## src/rtl/div_unit.sv

```systemverilog
// Sequential radix-2 restoring divider for RV32M DIV/DIVU/REM/REMU.
// Optional DIV_EARLY_OUT_EN: divide-by-zero and signed overflow finish straight from IDLE.

module i_adder (
  input  logic [31:0] a_i,
  input  logic [31:0] b_i,
  input  logic        add_sub_i,
  input  logic        carry_i,
  output logic [31:0] sum_o,
  output logic        carry_o
);
  logic [31:0] b_eff;
  assign b_eff = add_sub_i ? ~b_i : b_i;
  assign {carry_o, sum_o} = {1'b0, a_i} + {1'b0, b_eff} + {32'b0, carry_i};
endmodule

module div_unit (
  input  logic        clk_i,
  input  logic        rst_ni,
  input  logic        valid_i,
  output logic        ready_o,
  input  logic [1:0]  op_i,
  input  logic [31:0] a_i,
  input  logic [31:0] b_i,
  input  logic        flush_i,
  output logic        valid_o,
  input  logic        ready_i,
  output logic [31:0] result_o,
  output logic        busy_o
);
  typedef enum logic [1:0] {IDLE, CALC, FIX, DONE} state_e;

  state_e      state_q, state_d;
  logic [1:0]  op_q, op_d;
  logic        sa_q, sa_d, sb_q, sb_d, bz_q, bz_d;
  logic [31:0] bmag_q, bmag_d, rem_q, rem_d, quo_q, quo_d, res_q, res_d;
  logic [4:0]  cnt_q, cnt_d;

  logic        a_neg, b_neg;
  logic [31:0] a_mag, b_mag, partial, trial, q_fix, r_fix;
  logic        no_borrow;

  assign a_neg   = ~op_i[0] & a_i[31];
  assign b_neg   = ~op_i[0] & b_i[31];
  assign a_mag   = a_neg ? (~a_i + 32'd1) : a_i;
  assign b_mag   = b_neg ? (~b_i + 32'd1) : b_i;
  assign partial = {rem_q[30:0], quo_q[31]};

  i_adder u_sub (
    .a_i       (partial),
    .b_i       (bmag_q),
    .add_sub_i (1'b1),
    .carry_i   (1'b1),
    .sum_o     (trial),
    .carry_o   (no_borrow)
  );

  // Quotient is not negated for b==0 so it stays all-ones for both signed and unsigned ops.
  assign q_fix = (~op_q[0] & (sa_q ^ sb_q) & ~bz_q) ? (~quo_q + 32'd1) : quo_q;
  assign r_fix = (~op_q[0] & sa_q) ? (~rem_q + 32'd1) : rem_q;

  always_comb begin
    state_d = state_q;
    op_d    = op_q;
    sa_d    = sa_q;
    sb_d    = sb_q;
    bz_d    = bz_q;
    bmag_d  = bmag_q;
    rem_d   = rem_q;
    quo_d   = quo_q;
    res_d   = res_q;
    cnt_d   = cnt_q;
    if (flush_i) begin
      state_d = IDLE;
    end else begin
      unique case (state_q)
        IDLE: begin
          if (valid_i) begin
            op_d    = op_i;
            sa_d    = a_neg;
            sb_d    = b_neg;
            bz_d    = (b_i == '0);
            bmag_d  = b_mag;
            rem_d   = '0;
            quo_d   = a_mag;
            cnt_d   = 5'd31;
            state_d = CALC;
`ifdef DIV_EARLY_OUT_EN
            if (b_i == '0) begin
              res_d   = op_i[1] ? a_i : '1;
              state_d = DONE;
            end else if (op_i == 2'b00 && a_i == 32'h8000_0000 && b_i == '1) begin
              res_d   = 32'h8000_0000;
              state_d = DONE;
            end
`endif
          end
        end
        CALC: begin
          rem_d = no_borrow ? trial : partial;
          quo_d = {quo_q[30:0], no_borrow};
          if (cnt_q == 5'd0) state_d = FIX;
          else               cnt_d   = cnt_q - 5'd1;
        end
        FIX: begin
          res_d   = op_q[1] ? r_fix : q_fix;
          state_d = DONE;
        end
        DONE: begin
          if (ready_i) state_d = IDLE;
        end
        default: state_d = IDLE;
      endcase
    end
  end

  always_ff @(posedge clk_i or negedge rst_ni) begin
    if (!rst_ni) begin
      state_q <= IDLE;
      op_q    <= '0;
      sa_q    <= 1'b0;
      sb_q    <= 1'b0;
      bz_q    <= 1'b0;
      bmag_q  <= '0;
      rem_q   <= '0;
      quo_q   <= '0;
      res_q   <= '0;
      cnt_q   <= '0;
    end else begin
      state_q <= state_d;
      op_q    <= op_d;
      sa_q    <= sa_d;
      sb_q    <= sb_d;
      bz_q    <= bz_d;
      bmag_q  <= bmag_d;
      rem_q   <= rem_d;
      quo_q   <= quo_d;
      res_q   <= res_d;
      cnt_q   <= cnt_d;
    end
  end

  assign ready_o  = (state_q == IDLE);
  assign busy_o   = (state_q != IDLE);
  assign valid_o  = (state_q == DONE);
  assign result_o = res_q;
endmodule

```

## config.mk

```make
export PLATFORM = sky130hd
export DESIGN_NAME = div_unit
export DESIGN_NICKNAME = d
export VERILOG_FILES = /design/src/rtl/div_unit.sv
export SDC_FILE = /design/constraint.sdc
export NUM_CORES = 1
export LEC_CHECK = 0
export BUFFER_PORTS_ARGS = -buffer_cell sky130_fd_sc_hd__buf_2
export CORE_UTILIZATION = 31
export CTS_CLUSTER_SIZE = 28
export DETAILED_ROUTE_END_ITERATION = 8
export SLEW_MARGIN = 15
export SYNTH_ARGS = -nofsm -noshare
export SYNTH_HDL_FRONTEND = slang
export SYNTH_HIERARCHICAL = 1
export SYNTH_SLANG_ARGS = --single-unit
```

## constraint.sdc

```tcl
create_clock -name clk_i -period 3.5 [get_ports clk_i]
set_input_delay 0.35 -clock clk_i [delete_from_list [all_inputs] [get_ports clk_i]]
set_output_delay 0.35 -clock clk_i [all_outputs]
set_load 0.02 [all_outputs]
```

# Word level (Yosys, flattened, before mapping)
# Index checks and enable logic that the tools add are counted.
[classes]
add_sub_neg = 7
n_eq_ne = 8
n_mux = 18
n_bitwise = 15
reduce_logical = 10
[ops]
columns = ["operator", "n"]
rows = [
  ["$mux W32", 8],
  ["$not A32 Y32", 5],
  ["$add A32 B1 Y32 const B", 4],
  ["$pmux W32 S2", 2],
  ["$add A32 B32 Y33", 1],
  ["$add A33 B1 Y33 const B", 1],
  ["$logic_not A32 Y1", 1],
  ["$mux W5", 2],
  ["$pmux W5 S2", 1],
  ["$reduce_and A3 Y1", 3],
  ["$mux W2", 4],
  ["$pmux W2 S4", 1],
  ["$ne A3 B2 Y1 const B", 2],
  ["$and A1 B1 Y1", 5],
  ["$logic_not A5 Y1", 1],
  ["$sub A5 B1 Y5 const B", 1],
  ["$eq A2 B2 Y1 const B", 2],
  ["$ne A2 B2 Y1 const B", 2],
  ["$not A1 Y1", 4],
  ["$reduce_and A4 Y1", 1],
  ["$reduce_bool A2 Y1", 2],
  ["$ne A3 B3 Y1 const B", 1],
  ["$eq A2 B1 Y1 const B", 1],
  ["$logic_not A2 Y1", 1],
  ["2 further kinds", 2],
]
[totals]
regBits = 140
input_bits = 71
output_inout_bits = 35
wordCells = 68

# Depth between registers and ports, before layout
# Gate-level depths: netlist of the first run.
[logic_depth]
ltp_word = 5
mapped_depth = 17
mapped_depth_nobuf = 13

# Modules after synthesis
# The synthesis of the first run kept the hierarchy.
[by_module_without_submodules]
columns = ["mod", "instances", "cells_per_inst", "area_per_inst_um2", "seq_area_each_um2"]
rows = [
  ["div_unit", 1, 1040, 8868.5, 3503.4],
  ["i_adder", 1, 276, 2039.5, 0.0],
]

# Worst setup path after synthesis of the first run
# Ideal clock, no wire load.
[synth_timing]
path_kind = "register -> register"
startpoint = "reg bmag_q[0]"
endpoint = "reg rem_q[10]"
setup_time_ns = 0.135
arrival_time_ns = 3.512
required_ns = 3.365
path_slack_ns = -0.147
path_stages_with_launch = 14
cell_sequence = "dfrtp_1 xnor2_1 fa_1 fa_1 nor2b_4 o31ai_2 a311oi_4 a221oi_4 o211a_1 a311oi_1 clkbuf_1 clkbuf_1 mux2i_1 o31ai_1"
[synth_via]
elab_chain_cells = 5
[synth_lines]
columns = ["item", "line", "rtl"]
rows = [
  ["from (decl)", "36", "logic [31:0] bmag_q, bmag_d, rem_q, rem_d, quo_q, quo_d, res_q, res_d;"],
  ["from (signal assigned)", "135", "bmag_q <= bmag_d;"],
  ["$not A32 Y32", "13", "assign b_eff = add_sub_i ? ~b_i : b_i;"],
  ["$add A32 B32 Y33", "14", "assign {carry_o, sum_o} = {1'b0, a_i} + {1'b0, b_eff} + {32'b0, carry_i};"],
  ["$add A33 B1 Y33", "14", ""],
  ["net no_borrow", "41", "logic no_borrow;"],
  ["$mux W32", "100", "rem_d = no_borrow ? trial : partial;"],
  ["$pmux W32 S2", "76", "unique case (state_q)"],
  ["to (signal assigned)", "136", "rem_q <= rem_d;"],
  ["to (decl)", "36", ""],
]
# The timed path passes the listed nets, and every way through them passes these cells.
# A chain may end at the register's enable or synchronous reset.

# Worst setup path in the final report of the first run
[layout_timing]
startpoint = "reg bmag_q[0]"
endpoint = "reg rem_q[20]"
# Same word-level chain as after synthesis.

==> qor.txt, run 1 <==
Clk buf depth - 2
Die width - 190 µm
GRT overflow - 0
FFs w/ async S/R, synth - 100%
I/O pin count - 106
Worst-margin pin slew - 1080 ps
Critical path depth - 13
Routability congestion estimate from global placement - 0.914
VDD IR max - 0.000392 V
Main synth FF type - dfrtp_1
Clock sinks - 140
RSZ-0062 raised after global routing - false
Critical Path Fanout Max - 4
Clk root buf - clkbuf_16
Top Usage Layer GRT - met2
DRC - 0
Top delay family on crit path - compound AO/OA/AOI/OAI gates
Core area - 0.0345 mm²
Commonest cells after routing, fill and taps aside - nand2_1, dfrtp_1, o21ai_0, buf_2, a21oi_1
ANT cells - 0
CP Buf/Inv Count - 1
Endpoints failing hold - 0
Initial Util - 31.6%
Post-synth cell types - 81
Final setup viols - 0
MaxCap Viol Count - 0
Clk pin slew, worst setup/hold paths - 60 ps
Synth Cell Area - 0.0109 mm²
Pins Over Slew Limit - 0
HP Class - input pin to async pin
Flop-to-flop setup slack - 170 ps
#FFs+latches synth - 140
Layout Cells excl Fill - 1,867
Via count - 9,889
Grt met3 use - 2.71%
YS warnings - 6
Slowest stage delay, CP - 390 ps
CTS tree - done
Synth Instances - 1,316
Leakage Power - 5.44 nW
Critical Setup Path Class - register to register
Worst reg-to-reg path cell count - 13
Slowest cell on the critical path - dfrtp_1
Post-DP HPWL - 24,500 µm
Overall Global Routing Usage - 17.7%
WP data required - 3790 ps
Layout cells sized above 1 - 15.6%
Via density - 5.30
CP Capture Type - register
# nets final - 1,512
Clk Latency, worst-skew pair - 440 ps
Port bufs - 105
Avg Inst Size Synth - 8.29 µm²
Worst EP arrival - 3620 ps
Post-synth EDFFs - 0
Antenna-violating nets left - 0
Pwr Density - 709 mW/mm²
Commonest non-fill, non-tap cell in the layout - nand2_1
Fmax - 300 MHz
Skew final - 11.3 ps
Final WL - 31,600 µm
Number of global-route vias before repair - 9,358
Slew headroom - 27.7%
First-iteration detailed-routing DRC count - 797
Met1 GRT Util - 23.9%
Die Y - 190 µm
Area grow syn2layout - 15.7%
Row count - 68
Crit path time final - 3330 ps
H-Tree Depth - 4
Sequential share of the synthesized area - 32.1%
Fin crit share - 95.1%
TritonCTS Buffers - 17
Chain of cells forming the critical path - xnor2_1 > fa_2 > fa_2 > nor2b_4 > o31ai_2 > a311oi_4 > a221oi_4 > o211a_1 > a311oi_4 > buf_6 > mux2_2 > nand3_1 > o21ai_0
M2 GR Usage - 28.8%
Largest net degree at the start of global routing - 90
Placed Cells - 1,834
CTS Hold Bufs - 0
Status - finished clean
WL/cell - 16.9 µm
Die area - 0.0359 mm²
Worst setup SP type - register
First-pass GRT wire length - 50,300 µm
Initial antenna violation count - 0
Tot Pwr - 8.95 mW
DRT Pass-1 Iters - 7
## final timing paths
kind,endpoint,start
min reg2reg,result_o[5]$_DFFE_PN0P_,result_o[5]$_DFFE_PN0P_
min,bmag_q[17]$_DFFE_PN0P_,rst_ni
max,rem_q[20]$_DFFE_PN0P_,bmag_q[0]$_DFFE_PN0P_
min in group clk_i,op_q[1]$_DFFE_PN0P_,op_i[1]
max in group asynchronous,quo_q[16]$_DFFE_PN0P_,rst_ni
max reg2reg,rem_q[20]$_DFFE_PN0P_,bmag_q[0]$_DFFE_PN0P_
## cell usage after synthesis, drive strengths merged (30+ instances only)
library cell | count | area share (%)
xnor2 | 87 | 7.0
nand2 | 162 | 5.6
nor2 | 91 | 3.2
nor3 | 33 | 1.6
mux2i | 43 | 3.9
ha | 40 | 4.6
clkbuf | 64 | 2.3
o31ai | 40 | 2.8
dfrtp | 140 | 32
o21ai | 136 | 6.3
xor2 | 82 | 6.6
inv | 30 | 1.0
a21oi | 104 | 5.0
## per-layer routing
layer / vias up / share of wire, % / wire length, µm
met2: 191 / 47 / 14800
met3: 40 / 3.7 / 1150
met1: 4775 / 48 / 15000
li1: 4883 / - / -
met5: - / 0 / 0
met4: 0 / 2.1 / 657
## area by class of cell
type	instances	area, µm²
well taps	455	569
repair buffers	146	868
flip-flops and latches	140	3500
clock buffers	17	425
fillers	3626	21900
inverters	30	113
clock inverters	15	175
multi-input cells	1064	6960
## registers in the layout, indices dropped and copies added, names as in the netlist, 2 cells and up
signal / count
bmag_q: 32
quo_q: 32
rem_q: 32
result_o: 32
cnt_q: 5
op_q: 2
state_q: 2
## per-stage QoR
stage / hold slack, ps / util, % / instance area, µm² / worst slack [ps] / TNS, ps
floorplan: 54.4 / - / 10900 / -147 / -3550
global placement: 459 / 34.7 / 12000 / 87.1 / 0
detailed placement: 463 / 34.7 / 12000 / 10.0 / 0
CTS: 47.8 / 36.5 / 12600 / 10.5 / 0
global route: 68.5 / 36.5 / 12600 / 22.0 / 0
finish: 1.11 / 36.5 / 12600 / 170 / 0
## kinds of logic (layout without fill, tap and decap cells)
| family | Yosys count | after routing | share of synthesized area (%) |
|---|---|---|---|
| DFF | 140 | 140 | 32.1 |
| xor gates and xnor gates | 169 | 169 | 13.6 |
| muxes | 50 | 50 | 4.70 |
| adders and majority gates | 42 | 42 | 4.96 |
| other | 1 | 2 | 0.0344 |
| and+or+nand+nor | 418 | 418 | 18.4 |
| buffers and inverters | 113 | 208 | 4.30 |
| AOI/OAI and AO/OA | 383 | 383 | 21.9 |
## power by group
| part | switching, mW | internal (mW) | total, mW | leakage, nW |
|---|---|---|---|---|
| clock network | 0.819 | 1.07 | 1.89 | 0.286 |
| logic | 2.62 | 1.63 | 4.26 | 3.36 |
| registers | 0.622 | 2.17 | 2.80 | 1.79 |
| total | 4.06 | 4.88 | 8.95 | 5.44 |
## timing repair
item	CTS	global route
setup buffers	0	1
endpoints found under the setup margin	0	24
gates resized for setup	0	3
Power figures use the tool's default switching activity.
==> run 2: changes to the inputs <==
- clock period: 3.5 -> 3.4 ns (I/O delays scaled with it)
==> qor.txt, run 2 (same netlist as run 1, synthesis figures left out) <==
Clk Latency, worst-skew pair - 430 ps (was 440 ps)
Number of global-route vias before repair - 9,545 (was 9,358)
Endpoints failing hold - 28 (was 0)
Pwr Density - 731 mW/mm² (was 709 mW/mm²)
Worst-margin pin slew - 876 ps (was 1080 ps)
Die width - 190 µm (unchanged)
Worst reg-to-reg path cell count - 13 (unchanged)
Antenna-violating nets left - 0 (unchanged)
Commonest cells after routing, fill and taps aside - nand2_1, dfrtp_1, o21ai_0, buf_2, a21oi_1 (unchanged)
Clock sinks - 140 (unchanged)
Final WL - 31,600 µm (about the same)
Critical Setup Path Class - register to register (unchanged)
WL/cell - 16.8 µm (was 16.9 µm)
CP Capture Type - register (unchanged)
Sw Ratio - 44.8% (was 45.4%)
Tot Pwr - 9.36 mW (was 8.95 mW)
Crit path time final - 3390 ps (was 3330 ps)
DRT Pass-1 Iters - 5 (was 7)
VDD IR max - 0.000336 V (was 0.000392 V)
Die area - 0.0359 mm² (unchanged)
Comb power frac - 47.7% (was 47.6%)
Via count - 9,965 (was 9,889)
ANT cells - 0 (unchanged)
Leakage Power - 5.56 nW (was 5.44 nW)
RR Endpoint - rem_q[0]$_DFFE_PN0P_ (was rem_q[20]$_DFFE_PN0P_)
Die Y - 190 µm (unchanged)
Status - finished, violations left (was finished clean)
Routability congestion estimate from global placement - 0.873 (was 0.914)
RSZ-0062 raised after global routing - true (was false)
Initial antenna violation count - 0 (unchanged)
Core area - 0.0345 mm² (unchanged)
Slew headroom - 41.6% (was 27.7%)
Layout cells sized above 1 - 16.7% (was 15.6%)
Commonest non-fill, non-tap cell in the layout - nand2_1 (unchanged)
Final setup viols - 0 (unchanged)
Overall Global Routing Usage - 17.7% (about the same)
Post-DP HPWL - 24,100 µm (was 24,500 µm)
Port bufs - 105 (unchanged)
Failing checks - hold timing
Largest net degree at the start of global routing - 80 (was 90)
Critical Path Fanout Max - 8 (was 4)
Area grow syn2layout - 17.4% (was 15.7%)
Clk pin slew, worst setup/hold paths - 70 ps (was 60 ps)
Initial Util - 31.6% (unchanged)
Row count - 68 (unchanged)
Clock network fraction of total power - 21.6% (was 21.2%)
HP Class - input pin to async pin (unchanged)
CTS Hold Bufs - 0 (unchanged)
DRC - 0 (unchanged)
Clk root buf - clkbuf_16 (unchanged)
Crit path launch - bmag_q[0]$_DFFE_PN0P_ (unchanged)
Final Util - 37.1% (was 36.5%)
Psw - 4.19 mW (was 4.06 mW)
Pins Over Slew Limit - 0 (unchanged)
First-pass GRT wire length - 51,100 µm (was 50,300 µm)
Final hold slack - -12.8 ps (was 1.11 ps)
Worst setup SP type - register (unchanged)
Fin crit share - 99.7% (was 95.1%)
Crit Reg-Reg Startpoint - bmag_q[0]$_DFFE_PN0P_ (unchanged)
Skew final - 19.7 ps (was 11.3 ps)
I/O pin count - 106 (unchanged)
MaxCap Viol Count - 0 (unchanged)
FILL cells - 3,643 (was 3,626)
GRT overflow - 0 (unchanged)
Cell Int Power - 5.17 mW (was 4.88 mW)
Register share of total power - 30.7% (was 31.3%)
Flop-to-flop setup slack - 9 ps (was 170 ps)
TritonCTS Buffers - 17 (unchanged)
Clk buf depth - 2 (unchanged)
WP data required - 3660 ps (was 3790 ps)
Fmax - 295 MHz (was 300 MHz)
First-iteration detailed-routing DRC count - 618 (was 797)
# nets final - 1,530 (was 1,512)
H-Tree Depth - 4 (unchanged)
Worst EP arrival - 3650 ps (was 3620 ps)
CTS tree - done (unchanged)
Via density - 5.29 (was 5.30)
[run 2: cell count changes in the layout (fill, tap and decap cells not counted), sizes merged]
cell	before	now
clkinvlp	3	1
clkinv	1	3
buf	146	162
inv	39	36
bufinv	2	3
clkbuf	17	21
[run 2: critical path, stage by stage, from the launching register on]
cell and delay [ps]:
dfrtp_1 390, xnor2_1 150, fa_2 360, fa_2 380, nor2b_4 140, o31ai_2 90
a311oi_4 290, a221oi_4 140, o211a_1 290, a311oi_4 290, buf_6 210, mux2_2 340
nand3_1 80, o21ai_0 80
[run 2: power groups by stage]
stage	Clock [mW]	Combinational [mW]	Sequential, mW
floorplan	0	3.09	2.86
global placement	0	4.33	2.87
detailed placement	0	4.39	2.90
CTS	2.05	4.41	2.87
global route	2.12	4.98	2.95
finish	2.02	4.47	2.87
[run 2: area by class of cell]
type	count	area (µm²)	share of cell area (%)
Tap cell	455	569	4.44
Clock buffer	19	443	3.46
Multi-Input combinational cell	1064	6980	54.5
Inverter	30	113	0.879
Clock inverter	13	179	1.40
Sequential cell	140	3500	27.3
Timing Repair Buffer	164	1030	8.01
[run 2: layer usage]
layer	vias to the layer above	routed length (µm)	GRT usage, %
met5	-	0	0
met4	0	371	3.91
met3	19	1260	2.40
met2	216	14700	28.7
met1	4812	15300	24.8
li1	4918	-	-
[run 2: worst max-delay path by stage]
stage | end | slack, ps | cells after the start
global route | rem_q[0]$_DFFE_PN0P_ | -110 | 13
detailed placement | rem_q[19]$_DFFE_PN0P_ | -60 | 13
floorplan | rem_q[10]$_DFFE_PN0P_ | 90 | 13
global placement | rem_q[20]$_DFFE_PN0P_ | 8 | 13
CTS | rem_q[19]$_DFFE_PN0P_ | 10 | 13
finish | rem_q[0]$_DFFE_PN0P_ | 9 | 13
[run 2: repair_timing]
| action | in CTS | in global routing |
|---|---|---|
| cloned | 0 | 2 |
| setup endpoints to repair | 24 | 26 |
| resized for setup | 2 | 6 |
| buffers inserted | 0 | 4 |
[run 2: metrics by stage]
stage               TNS [ps]  area [µm²]  hold WS [ps]  cells  setup slack (ps)
finish                     0       12800         -12.8   1885              8.76
global route           -1050       12800          24.8   1885              -108
CTS                        0       12700          7.30   1879              12.3
detailed placement      -647       12100           459   1847             -57.6
global placement           0       12100           457   1847              8.43
floorplan                  0       10900          44.4   1317              87.6
==> run 3: changes to the inputs <==
- CORE_MARGIN: default -> 5
- SYNTH_HIERARCHICAL: 1 -> default
==> qor.txt, run 3 <==
Hold endpoint - bz_q$_DFFE_PN0P_
I/O pin count - 106 (unchanged)
FFs w/ async S/R, synth - 100% (unchanged)
Via count - 9,206 (was 9,965)
Area leader, netlist - dfrtp_1 (unchanged)
WL/cell - 15.7 µm (was 16.8 µm)
Worst EP arrival - 3460 ps (was 3650 ps)
H-Tree Depth - 4 (unchanged)
Die width - 192 µm (was 190 µm)
Design area - 0.0120 mm² (was 0.0128 mm²)
Final WL - 28,600 µm (was 31,600 µm)
Slew headroom - 29.5% (was 41.6%)
Pwr Density - 784 mW/mm² (was 731 mW/mm²)
Fin crit share - 93.9% (was 99.7%)
Clk Latency, worst-skew pair - 440 ps (was 430 ps)
Crit path time final - 3190 ps (was 3390 ps)
Core area - 0.0325 mm² (was 0.0345 mm²)
Critical Setup Path Class - register to register (unchanged)
Critical Path Fanout Max - 12 (was 8)
YS warnings - 0 (was 6)
#FFs+latches synth - 140 (unchanged)
Yosys top cell area share - 34.2% (was 32.1%)
Initial antenna violation count - 0 (unchanged)
Top delay family on crit path - compound AO/OA/AOI/OAI gates (unchanged)
Flop-to-flop setup slack - 210 ps (was 9 ps)
Main synth FF type - dfrtp_1 (unchanged)
Row count - 66 (was 68)
Avg Inst Size Synth - 8.07 µm² (was 8.29 µm²)
Chain of cells forming the critical path - inv_1 > ha_1 > fa_1 > nand2b_1 > a21oi_2 > o221ai_1 > o21ai_2 > a211oi_2 > o21ai_2 > a221oi_4 > o21ai_4 > buf_4 > buf_12 > mux2i_1 > o21ai_0 (was xnor2_1 > fa_2 > fa_2 > nor2b_4 > o31ai_2 > a311oi_4 > a221oi_4 > o211a_1 > a311oi_4 > buf_6 > mux2_2 > nand3_1 > o21ai_0)
FILL cells - 3,433 (was 3,643)
Area grow syn2layout - 17.1% (was 17.4%)
Placed cell areas - 0.0114 mm² (was 0.0121 mm²)
Crit Reg-Reg Startpoint - quo_q[31]$_DFFE_PN0P_ (was bmag_q[0]$_DFFE_PN0P_)
Fmax - 313 MHz (was 295 MHz)
CP Capture Type - register (unchanged)
Final setup viols - 0 (unchanged)
First-pass GRT wire length - 45,700 µm (was 51,100 µm)
# nets final - 1,482 (was 1,530)
Initial Util - 31.5% (was 31.6%)
TritonCTS Buffers - 17 (unchanged)
VDD IR max - 0.000535 V (was 0.000336 V)
Worst reg-to-reg path cell count - 15 (was 13)
Layout Cells excl Fill - 1,823 (was 1,885)
Final hold slack - 112 ps (was -12.8 ps)
Placed Cells - 1,787 (was 1,847)
Clock sinks - 140 (unchanged)
Post-synth EDFFs - 0 (unchanged)
Via density - 5.05 (was 5.29)
Synth Cell Area - 0.0102 mm² (was 0.0109 mm²)
Pins Over Slew Limit - 0 (unchanged)
Clk pin slew, worst setup/hold paths - 70 ps (about the same)
Number of global-route vias before repair - 8,905 (was 9,545)
Die area - 0.0368 mm² (was 0.0359 mm²)
Commonest non-fill, non-tap cell in the layout - o21ai_0 (was nand2_1)
Clk root buf - clkbuf_16 (unchanged)
HP Class - input pin to register (was input pin to async pin)
Status - finished clean (was finished, violations left)
Routability congestion estimate from global placement - 0.864 (was 0.873)
DRT Pass-1 Iters - 5 (unchanged)
Most frequent cell after synthesis - o21ai_0 (was nand2_1)
DRC - 0 (unchanged)
Post-synth cell types - 61 (was 81)
Multi-input logic area - 0.00627 mm² (was 0.00698 mm²)
GRT overflow - 0 (unchanged)
Synth Instances - 1,269 (was 1,316)
Slowest cell on the critical path - fa_1 (was dfrtp_1)
Endpoints failing hold - 0 (was 28)
Setup TNS - 0 ps (unchanged)
Antenna-violating nets left - 0 (unchanged)
Syn Nets - 1,384
Layout cells sized above 1 - 14.3% (was 16.7%)
WP data required - 3670 ps (was 3660 ps)
Area contributors post-synth - dfrtp_1, o21ai_0, xnor2_1, nand2_1, xor2_1 (was dfrtp_1, xnor2_1, xor2_1, o21ai_0, nand2_1)
Worst-margin pin slew - 1060 ps (was 876 ps)
Die Y - 192 µm (was 190 µm)
Overall Global Routing Usage - 15.4% (was 17.7%)
Skew final - 16.6 ps (was 19.7 ps)
RR Endpoint - rem_q[12]$_DFFE_PN0P_ (was rem_q[0]$_DFFE_PN0P_)
Hold Path Stages - 2
Top post-synthesis cells by count - o21ai_0, nand2_1, dfrtp_1, a21oi_1, nor2_1 (was nand2_1, dfrtp_1, o21ai_0, a21oi_1, nor2_1)
Worst setup SP type - register (unchanged)
First-iteration detailed-routing DRC count - 439 (was 618)
CTS tree - done (unchanged)
Clk buf depth - 2 (unchanged)
FF+latch area - 0.00350 mm² (unchanged)
Slowest stage delay, CP - 410 ps (was 390 ps)
Most used cell, CP - o21ai_2
CP Buf/Inv Count - 3 (was 1)
Crit path launch - quo_q[31]$_DFFE_PN0P_ (was bmag_q[0]$_DFFE_PN0P_)
Hold Startpoint - b_i[31]
Sequential share of the synthesized area - 34.2% (was 32.1%)
Commonest cells after routing, fill and taps aside - o21ai_0, nand2_1, dfrtp_1, nor2_1 (was nand2_1, dfrtp_1, o21ai_0, buf_2, a21oi_1)
Port bufs - 105 (unchanged)
Largest net degree at the start of global routing - 72 (was 80)
Leakage Power - 5.25 nW (was 5.56 nW)
Post-DP HPWL - 21,400 µm (was 24,100 µm)
MaxCap Viol Count - 0 (unchanged)
==> run 3: repair_timing <==
item                                   CTS  global route
pin swaps                                1             1
setup endpoints to repair               22            33
endpoints found under the hold margin   70             0
buffers inserted                         2             0
hold buffers                             1             0
resized for setup                        0             5
==> run 3: cells by family (layout without fill, tap and decap cells) <==
family,count (synthesis),in the layout,synth area share (%)
AND/OR/NAND/NOR,392,392,17.6
AO/OA/AOI/OAI,387,387,22.0
XOR/XNOR,147,147,12.6
flip-flops,140,140,34.2
buffers and inverters,126,237,4.94
adder cells (fa/ha/maj),44,44,5.45
multiplexers,33,33,3.25
other,0,1,0
==> run 3: layout make-up <==
type                            instances  area share, %
Multi-Input combinational cell       1003           52.3
Inverter                               60           1.88
Timing Repair Buffer                  145           7.27
Clock inverter                         13           1.09
Sequential cell                       140           29.2
Tap cell                              442           4.61
Antenna cell                            1         0.0209
Clock buffer                           19           3.61
==> run 3: per-layer routing <==
metal / global-route usage [%] / part of all wire, % / vias to the layer above
met5: 0 / 0 / -
met4: 4.03 / 1.6 / 0
met3: 2.82 / 3.9 / 31
met2: 27.2 / 51 / 162
met1: 19.3 / 43 / 4384
li1: - / - / 4629
==> run 3: report_power, final <==
group,internal [mW],switching [mW]
Combinational,1.83,2.92
Clock,1.02,0.811
Sequential,2.27,0.551
==> run 3: stage by stage <==
stage               power, mW  setup slack, ps  utilization, %
detailed placement       7.56            -47.2            34.9
CTS                      9.43             89.7            36.8
global placement         7.46             5.59            34.9
floorplan                6.16              308               -
global route             10.1            -62.2            36.8
finish                   9.40              206            36.9
==> run 3: worst reg2reg max path, cell delays in order (launching register included) <==
cell and delay, ps:
dfrtp_1 360, inv_1 70, ha_1 190, fa_1 410, nand2b_1 200, a21oi_2 150
o221ai_1 180, o21ai_2 240, a211oi_2 110, o21ai_2 220, a221oi_4 120, o21ai_4 170
buf_4 170, buf_12 160, mux2i_1 190, o21ai_0 100
==> run 3: how the worst max path moves through the flow <==
stage | slack, ps | to | depth (start not counted)
floorplan | 310 | rem_q[10]$_DFFE_PN0P_ | 14
global placement | 6 | rem_q[7]$_DFFE_PN0P_ | 14
detailed placement | -50 | rem_q[7]$_DFFE_PN0P_ | 14
CTS | 90 | rem_q[20]$_DFFE_PN0P_ | 15
global route | -60 | rem_q[14]$_DFFE_PN0P_ | 15
finish | 210 | rem_q[12]$_DFFE_PN0P_ | 15
